$ cat config.mk
export PLATFORM = sky130hd
export DESIGN_NAME = data_memory_stage
export DESIGN_NICKNAME = d
export VERILOG_FILES = /design/src/rtl/dm_pkg.sv /design/src/rtl/dm_byte_ram.sv /design/src/rtl/data_memory_stage.sv
export SDC_FILE = /design/constraint.sdc
export NUM_CORES = 2
export LEC_CHECK = 0
export ABC_AREA = 1
export CELL_PAD_IN_SITES_DETAIL_PLACEMENT = 0
export CELL_PAD_IN_SITES_GLOBAL_PLACEMENT = 2
export CORE_ASPECT_RATIO = 1.5
export CORE_MARGIN = 3
export CORE_UTILIZATION = 40
export DETAILED_ROUTE_END_ITERATION = 7
export MAX_ROUTING_LAYER = met4
export PLACE_DENSITY_LB_ADDON = 0.1
export SKIP_LAST_GASP = 1
export SYNTH_ARGS = -nofsm -noshare
export SYNTH_HDL_FRONTEND = slang
export SYNTH_SLANG_ARGS = --single-unit
$ cat constraint.sdc
create_clock -name clk -period 7.3 [get_ports clk]
set_clock_uncertainty 0.2 [all_clocks]
set_input_delay 2.19 -clock clk [delete_from_list [all_inputs] [get_ports clk]]
set_output_delay 2.19 -clock clk [all_outputs]
set_load 0.05 [all_outputs]
$ cat src/rtl/dm_pkg.sv
`default_nettype none
// ============================================================================
// Module   : dm_pkg
// Purpose  : Shared definitions for the data memory pipeline stage: FSM
//            state encoding, default parameter values and lane helpers.
// Revision : 1.0 - initial release
// ============================================================================
package dm_pkg;

  // Default configuration of data_memory_stage
  localparam int c_data_w_def      = 16;
  localparam int c_addr_w_def      = 8;
  localparam int c_wait_cycles_def = 1;

  // Access FSM states
  typedef enum logic [1:0] {
    ST_IDLE = 2'd0,
    ST_WAIT = 2'd1,
    ST_RESP = 2'd2
  } dm_state_e;

  // Number of byte lanes in a word of data_w bits
  function automatic int dm_lanes(input int data_w);
    return data_w / 8;
  endfunction

  // Number of byte-address bits that select a lane inside a word
  function automatic int dm_lane_bits(input int data_w);
    return $clog2(data_w / 8);
  endfunction

endpackage
`default_nettype wire

$ cat src/rtl/dm_byte_ram.sv
`default_nettype none
// ============================================================================
// Module   : dm_byte_ram
// Purpose  : Word-addressed RAM built from independent byte lanes, with a
//            write enable per lane and an asynchronous (combinational) read.
// Ports    : clk      - clock, writes on the rising edge
//            i_we     - per-lane write enables
//            i_addr   - word address (shared by write and read)
//            i_wdata  - write data, lane g on bits [8g+7:8g]
//            o_rdata  - read data of the addressed word
// Revision : 1.0 - initial release
// ============================================================================
module dm_byte_ram #(
  parameter int LANES  = 2,
  parameter int ADDR_W = 8
) (
  input  logic                 clk,
  input  logic [LANES-1:0]     i_we,
  input  logic [ADDR_W-1:0]    i_addr,
  input  logic [LANES*8-1:0]   i_wdata,
  output logic [LANES*8-1:0]   o_rdata
);

  localparam int c_depth = 2 ** ADDR_W;

  for (genvar g = 0; g < LANES; g++) begin : g_lane
    logic [7:0] r_mem [c_depth];

    always_ff @(posedge clk) begin
      if (i_we[g]) begin
        r_mem[i_addr] <= i_wdata[g*8 +: 8];
      end
    end

    assign o_rdata[g*8 +: 8] = r_mem[i_addr];
  end

endmodule
`default_nettype wire

$ cat src/rtl/data_memory_stage.sv
`default_nettype none
// ============================================================================
// Module   : data_memory_stage
// Purpose  : Pipeline memory stage. A request in IDLE is captured, waits a
//            fixed number of cycles, then performs a word or byte-lane access
//            on an internal byte RAM and returns the result on ans_dm with a
//            one-cycle dm_valid pulse. Without a request the ALU result is
//            passed straight through in one cycle.
// Ports    : clk, reset      - clock, synchronous active-high reset
//            ans_ex          - byte address (memory op) or pass-through value
//            DM_data         - store data
//            mem_en_ex       - memory access request
//            mem_rw_ex       - 1 = write, 0 = read
//            mem_byte_ex     - 1 = byte access, 0 = full word
//            mem_mux_sel_dm  - 1 = result is read data, 0 = captured ans_ex
//            ans_dm          - registered stage result
//            dm_valid        - registered pulse when ans_dm updates
//            dm_busy         - stall, high while the FSM is not IDLE
//            dm_fault        - registered access fault flag
// Options  : DM_FAULT_EN - when defined, out-of-range addresses and
//            misaligned word accesses are reported as faults and suppressed.
//            When undefined, the address wraps and dm_fault stays 0.
// Revision : 1.0 - initial release
// ============================================================================
module data_memory_stage
  import dm_pkg::*;
#(
  parameter int DATA_W      = c_data_w_def,
  parameter int ADDR_W      = c_addr_w_def,
  parameter int WAIT_CYCLES = c_wait_cycles_def
) (
  input  logic              clk,
  input  logic              reset,
  input  logic [DATA_W-1:0] ans_ex,
  input  logic [DATA_W-1:0] DM_data,
  input  logic              mem_en_ex,
  input  logic              mem_rw_ex,
  input  logic              mem_byte_ex,
  input  logic              mem_mux_sel_dm,
  output logic [DATA_W-1:0] ans_dm,
  output logic              dm_valid,
  output logic              dm_busy,
  output logic              dm_fault
);

  localparam int         c_lanes = dm_lanes(DATA_W);
  localparam int         c_l     = dm_lane_bits(DATA_W);
  localparam logic [3:0] c_wait  = 4'(WAIT_CYCLES);

  // --------------------------------------------------------------------------
  // State
  // --------------------------------------------------------------------------
  dm_state_e           r_state;
  dm_state_e           w_next_state;
  logic [3:0]          r_cnt;

  // Request captured in IDLE; held stable for the whole access
  logic [DATA_W-1:0]   r_addr;
  logic [DATA_W-1:0]   r_wdata;
  logic                r_rw;
  logic                r_byte;
  logic                r_sel;

  logic [DATA_W-1:0]   r_ans_dm;
  logic                r_valid;
  logic                r_fault;

  // --------------------------------------------------------------------------
  // Address decode
  // --------------------------------------------------------------------------
  logic [c_l-1:0]      w_lane;
  logic [ADDR_W-1:0]   w_idx;
  logic                w_fault;

  assign w_lane = r_addr[c_l-1:0];
  assign w_idx  = r_addr[ADDR_W+c_l-1:c_l];

`ifdef DM_FAULT_EN
  logic w_upper_nz;

  if (DATA_W > ADDR_W + c_l) begin : g_upper
    assign w_upper_nz = |r_addr[DATA_W-1:ADDR_W+c_l];
  end else begin : g_no_upper
    assign w_upper_nz = 1'b0;
  end

  // Word accesses must be aligned; byte accesses may use any lane
  assign w_fault = w_upper_nz | (~r_byte & (|w_lane));
`else
  assign w_fault = 1'b0;
`endif

  // --------------------------------------------------------------------------
  // RAM interface
  // --------------------------------------------------------------------------
  logic                w_do_write;
  logic [c_lanes-1:0]  w_we;
  logic [DATA_W-1:0]   w_ram_wdata;
  logic [DATA_W-1:0]   w_rdata;
  logic [7:0]          w_lane_rd;
  logic [DATA_W-1:0]   w_rd_val;

  // Writes commit only at the RESP edge; a reset on that edge drops them
  assign w_do_write  = (r_state == ST_RESP) & r_rw & ~w_fault & ~reset;
  assign w_we        = !w_do_write ? '0 :
                       r_byte      ? (c_lanes'(1) << w_lane) : '1;
  // Byte stores replicate the low byte; the lane enable picks the target
  assign w_ram_wdata = r_byte ? {c_lanes{r_wdata[7:0]}} : r_wdata;

  assign w_lane_rd   = w_rdata[{w_lane, 3'b000} +: 8];
  assign w_rd_val    = r_byte ? DATA_W'(w_lane_rd) : w_rdata;

  dm_byte_ram #(
    .LANES  (c_lanes),
    .ADDR_W (ADDR_W)
  ) u_ram (
    .clk     (clk),
    .i_we    (w_we),
    .i_addr  (w_idx),
    .i_wdata (w_ram_wdata),
    .o_rdata (w_rdata)
  );

  // --------------------------------------------------------------------------
  // FSM
  // --------------------------------------------------------------------------
  always_ff @(posedge clk) begin
    if (reset) begin
      r_state <= ST_IDLE;
    end else begin
      r_state <= w_next_state;
    end
  end

  always_comb begin
    w_next_state = r_state;
    case (r_state)
      ST_IDLE: begin
        if (mem_en_ex) begin
          w_next_state = (WAIT_CYCLES == 0) ? ST_RESP : ST_WAIT;
        end
      end
      ST_WAIT: begin
        if (r_cnt <= 4'd1) begin
          w_next_state = ST_RESP;
        end
      end
      ST_RESP: w_next_state = ST_IDLE;
      default: w_next_state = ST_IDLE;
    endcase
  end

  // --------------------------------------------------------------------------
  // Datapath
  // --------------------------------------------------------------------------
  always_ff @(posedge clk) begin
    if (reset) begin
      r_cnt    <= '0;
      r_ans_dm <= '0;
      r_valid  <= 1'b0;
      r_fault  <= 1'b0;
    end else begin
      r_valid <= 1'b0;
      r_fault <= 1'b0;
      case (r_state)
        ST_IDLE: begin
          if (mem_en_ex) begin
            r_addr  <= ans_ex;
            r_wdata <= DM_data;
            r_rw    <= mem_rw_ex;
            r_byte  <= mem_byte_ex;
            r_sel   <= mem_mux_sel_dm;
            r_cnt   <= c_wait;
          end else begin
            r_ans_dm <= ans_ex;
            r_valid  <= 1'b1;
          end
        end
        ST_WAIT: begin
          r_cnt <= r_cnt - 4'd1;
        end
        ST_RESP: begin
          r_cnt   <= '0;
          r_valid <= 1'b1;
          if (w_fault) begin
            r_ans_dm <= '0;
            r_fault  <= 1'b1;
          end else if (r_rw || !r_sel) begin
            r_ans_dm <= r_addr;
          end else begin
            r_ans_dm <= w_rd_val;
          end
        end
        default: begin
          r_cnt <= '0;
        end
      endcase
    end
  end

  assign ans_dm   = r_ans_dm;
  assign dm_valid = r_valid;
  assign dm_busy  = (r_state != ST_IDLE);
  assign dm_fault = r_fault;

endmodule
`default_nettype wire

==> Word level (Yosys, flattened, before mapping) <==
Memory sizes are Yosys's and may differ from the RTL's. A register that Yosys moved wholly into a read port is not among the register bits.
Cells that the tools add are included.
{ "op_classes": {"addsub": 1, "multipliers": 0, "div": 0, "order_cmp": 1, "eq_ne": 5, "shift": 2, "mux": 20, "bitwise_logic": 3, "n_reduce_logical": 8} }
{ "ops": {"columns": ["cell", "n"], "rows": [
  ["$mux W16", 4],
  ["$pmux W16 S2", 1],
  ["$mux W8", 2],
  ["$shiftx A16 B5 Y8", 1],
  ["$mux W2", 4],
  ["$pmux W4 S2", 1],
  ["$ne A2 B2 Y1 const B", 3],
  ["$mux W1", 5],
  ["$le A4 B1 Y1 const B", 1],
  ["$mux W4", 1],
  ["$pmux W2 S2", 1],
  ["$reduce_and A2 Y1", 2],
  ["$reduce_bool A2 Y1", 2],
  ["$sub A4 B1 Y4 const B", 1],
  ["$reduce_and A3 Y1", 1],
  ["$and A1 B1 Y1", 2],
  ["$eq A2 B1 Y1 const B", 1],
  ["$eq A2 B2 Y1 const B", 1],
  ["$logic_not A2 Y1", 1],
  ["$pmux W1 S2", 1],
  ["$shl A1 B1 Y2 const A", 1],
  ["$logic_not A1 Y1", 1],
  ["$logic_or A1 B1 Y1", 1],
  ["$not A1 Y1", 1]
]} }
{ "totals": {"regBits": 58, "latchBits": 0, "mem_bits_rw": 4096, "romBits": 0, "inputBits": 38, "memories": 2} }
{ "mem_list": {"columns": ["memory", "depth", "width", "rd", "rd_ports_with_merged_regs", "write_ports", "line", "rtl"], "rows": [
  ["u_ram.g_lane[0].r_mem", 256, 8, 1, 1, 1, "dm_byte_ram.sv:27", "logic [7:0] r_mem [c_depth];"],
  ["u_ram.g_lane[1].r_mem", 256, 8, 1, 1, 1, "dm_byte_ram.sv:27", null]
]} }

==> Longest topological paths before layout <==
{ "logic_depth": {"depth_word": 6, "mapped_depth": 19, "depth_no_buf": 15} }

==> By module <==
Synthesis repeated with hierarchy kept, for this count alone.
{ "hier_totals": {"hier_cells": 16293, "hier_area_um2": 172385.3} }
{ "modules_own_cells": {"columns": ["module", "n_inst", "cells_each", "area_per_inst_um2"], "rows": [
  ["dm_byte_ram", 1, 15986, 169707.8],
  ["data_memory_stage", 1, 307, 2677.6]
]} }

==> Worst setup path after synthesis <==
Ideal clock, no wire load.
{ "synth_timing": {"kind": "reg-to-reg", "startpoint": "register r_wdata[0]", "endpoint": "memory u_ram.g_lane[1].r_mem[0][0], data pin", "setup_ns": 0.824, "t_arrival_ns": 6.504, "slack_ns": -0.228, "path_stages_with_launch": 3, "path_buffers": 0, "cell_sequence": "edfxtp_1 -> nand2_1 -> nand2_1"} }
{ "synth_between": {"elab_chain_cells": 1} }
{ "synth_rtl": {"columns": ["item", "line", "rtl"], "rows": [
  ["start, declared", "data_memory_stage.sv:59", "logic [DATA_W-1:0] r_wdata;"],
  ["start signal, assigned", "data_memory_stage.sv:169", "r_wdata <= DM_data;"],
  ["$mux W16", "data_memory_stage.sv:108", "assign w_ram_wdata = r_byte ? {c_lanes{r_wdata[7:0]}} : r_wdata;"],
  ["via u_ram.i_wdata[8]", "dm_byte_ram.sv:20", "input logic [LANES*8-1:0] i_wdata,"],
  ["end, declared", "dm_byte_ram.sv:27", null]
]} }
The timed path passes the listed nets, and every way through them passes these cells.

==> Worst setup path in the final report <==
{ "layout_timing": {"startpoint": "register r_state[0]", "endpoint": "output port dm_busy"} }
{ "layout_between": {"elab_chain_cells": 1} }
{ "layout_rtl": {"columns": ["item", "line", "rtl"], "rows": [
  ["start, declared", "data_memory_stage.sv:53", "dm_state_e r_state;"],
  ["start signal, assigned", "data_memory_stage.sv:131", "r_state <= w_next_state;"],
  ["$reduce_bool A2 Y1", "data_memory_stage.sv:203", "assign dm_busy = (r_state != ST_IDLE);"],
  ["end, declared", "data_memory_stage.sv:42", "output logic dm_busy,"]
]} }
No other way between the ends.

==> results.txt <==
CP Class - reg2out
Post-CTS Setup Inserts - 0
Area of the die - 0.433 sq mm
Fin worst setup slack - 2.06 ns
Crit path cell chain - inv_1, nand2_1, clkdlybuf4s50_1
# port buffers - 55
Routed vias/inst - 5.54
DP Worst Slack - 1.29 ns
Clock slew seen by the registers of the worst setup and hold paths - 0.07 ns
Synthesized cell area - 0.170 sq mm
Setup crit start kind - flop
DRT Pass-1 Iters - 7
Util after Layout - 44.4%
Worst Hold Class - reg2reg
DRT iter0 DRCs - 10,000
Initial antenna violation count - 42
Total number of vias - 110,000
DR DRC count - 0
Design Area, Final - 0.188 sq mm
Seq/Total Area, Yosys - 73.3%
Worst R2R Setup Slack - 2.57 ns
Crit path capture type - primary output
Area after DPL - 0.175 sq mm
Crit path DAT - 2.85 ns
Hold depth - 2
PwrDens - 282 mW/mm^2
HPWL Detailed - 325,000 um
Smallest hold slack - 0.296 ns
Post-route ant nets - 0
Status - finished, final reports clean
Synth top area share - 73.0%
Largest net degree at the start of global routing - 231
Fillers - 38,700
Minimum clock period - 5.24 ns
Pleak - 63.6 nW
Yosys warning count - 0
Total Wirelength - 557,000 um
CP peak stage delay - 0.93 ns
Mean Syn Cell Area - 11.9 sq um
Hold buffers post-CTS - 0
Slowest library cell on the worst path - clkdlybuf4s50_1
Post-Layout Cell Count - 19,800
Post-Synthesis Cells - 14,200
GPL Wtd Cong - 0.857
Data required, critical path - 4.91 ns
RSZ-0062 raised after global routing - false
Final Hold Fails - 0
CP max FO - 3
Overall Power - 52.9 mW
Die W - 538 um
R2r endpoint - ans_dm[1]
Final setup viols - 0
Post-synth top area cell - edfxtp_1
Root Driver - clkbuf_16
Setup TNS - 0 ns
Number of global-route vias before repair - 110,000
CTS Buffer Depth - 4
Routed len/inst - 28.2 um
Hold Crit Endpoint - ans_dm[3]
IO Count - 57
Max-Cap Viols - 0
Reg2Reg Depth - 16
Pins Over Slew Limit - 0
First-pass GRT wire length - 787,000 um
Relative slew slack - 18.2%
Total GRT Usage - 25.9%
CTS tree - yes
Final period util - 71.8%
Post_cts resized - 0
FMAX - 191 MHz
Core area - 0.422 sq mm
Num rows - 292
H-tree depth - 5
Count of cell types in the netlist - 26
Seq cells post-synth - 4,162
# nets final - 13,900
Syn-to-layout area delta - 10.3%
Initial Util - 40.2%
Cts bufs inserted - 395
Gr ovfl total - 0
Dpl cells - 19,000
Slew @ Worst Pin - 1.22 ns
Die Span Y - 804 um
Layout cell share with drive strength beyond 1 - 6.18%
HP Start - ans_dm[3]
Clock Sinks - 4,162
VDD IR max - 0.000172 V
Net count after synthesis - 14,300
Insertion delay to the later sink of the worst-skew pair - 0.99 ns
Largest cells by area after synthesis - edfxtp_1 (73%), nand3_1 (12%), nand2_1 (9.5%), nor3_1 (1.5%), buf_2 (1.3%)
-- critical path, delay by kind of cell (launching register included) --
family                 cells  cell delay [ns]
flip-flops                 1             0.39
buffers and inverters      2             1.02
AND/OR/NAND/NOR            1             0.46
-- flip-flops by register name (all words and copies together) (netlist names), named ones only --
| register | cells |
|---|---|
| u_ram.g_lane.r_mem | 4096 |
| r_addr | 16 |
| r_rw | 1 |
| r_sel | 1 |
| r_byte | 1 |
| ans_dm | 16 |
| r_wdata | 16 |
| dm_valid | 1 |
| r_cnt | 4 |
| r_state | 2 |
-- layout make-up --
| cell class | count | area (sq um) | share of cell area (%) |
|---|---|---|---|
| Antenna cell | 16 | 40.0 | 0.0213 |
| Clock buffer | 464 | 10400 | 5.54 |
| Clock inverter | 254 | 2600 | 1.38 |
| Multi-Input combinational cell | 8970 | 39800 | 21.2 |
| Sequential cell | 4162 | 125000 | 66.5 |
| Tap cell | 5586 | 6990 | 3.73 |
| Timing Repair Buffer | 280 | 2900 | 1.54 |
| Inverter | 30 | 158 | 0.0841 |
-- cell usage after synthesis, drive strengths merged --
library cell,number
nand2,4305
edfxtp,4131
nand3,4053
buf,800
nor3,514
clkbuf,265
nor2,37
a21oi,35
dfxtp,31
inv,28
o21ai,19
clkinv,2
ha,2
a31o,1
conb,1
o211ai,1
or2,1
xor2,1
-- how the worst max path moves through the flow --
stage,start,end,slack [ns],cells after the start
floorplan,r_wdata[0],u_ram.g_lane[1].r_mem[0][0],1.21,2
global placement,reset,u_ram.g_lane[0].r_mem[122][1],1.21,5
detailed placement,reset,u_ram.g_lane[0].r_mem[234][6],1.29,5
CTS,r_state[0],dm_busy,1.94,3
global route,r_state[0],dm_busy,2.02,3
finish,r_state[0],dm_busy,2.06,3
-- per-layer routing --
metal / track usage (%) / up-vias / part of all wire [%]
met5: - / - / 0
met4: 8.56 / 0 / 3.6
met3: 3.06 / 822 / 5.1
met2: 45.9 / 3462 / 52
met1: 30.6 / 55100 / 39
li1: - / 50200 / -
-- power by group --
part / total (mW) / internal (mW) / switching (mW)
Sequential: 26.5 / 26.4 / 0.118
Clock: 20.8 / 11.8 / 8.95
Combinational: 5.59 / 1.27 / 4.33
Total: 52.9 / 39.5 / 13.4
-- cell usage in the layout (no fill, tap or decap), drive strengths merged, types with 31 or more instances in the layout --
master / count
a21oi: 35
clkinv: 159
nand3: 4053
inv: 47
clkinvlp: 31
nand2: 4305
clkdlybuf4s50: 54
nor3: 514
bufinv: 47
dfxtp: 31
edfxtp: 4131
nor2: 37
clkbuf: 464
buf: 226
-- logic make-up (layout without fill, tap and decap cells) --
family	Yosys count	in the layout	synth area share [%]
xor+xnor	1	1	0.00515
flops	4162	4162	73.3
compound gates	56	56	0.169
simple gates	8910	8910	23.0
other cells	1	17	0.00221
fa+ha+maj	2	2	0.0147
buf+inv	1095	1028	3.43
Power figures use the tool's default switching activity.
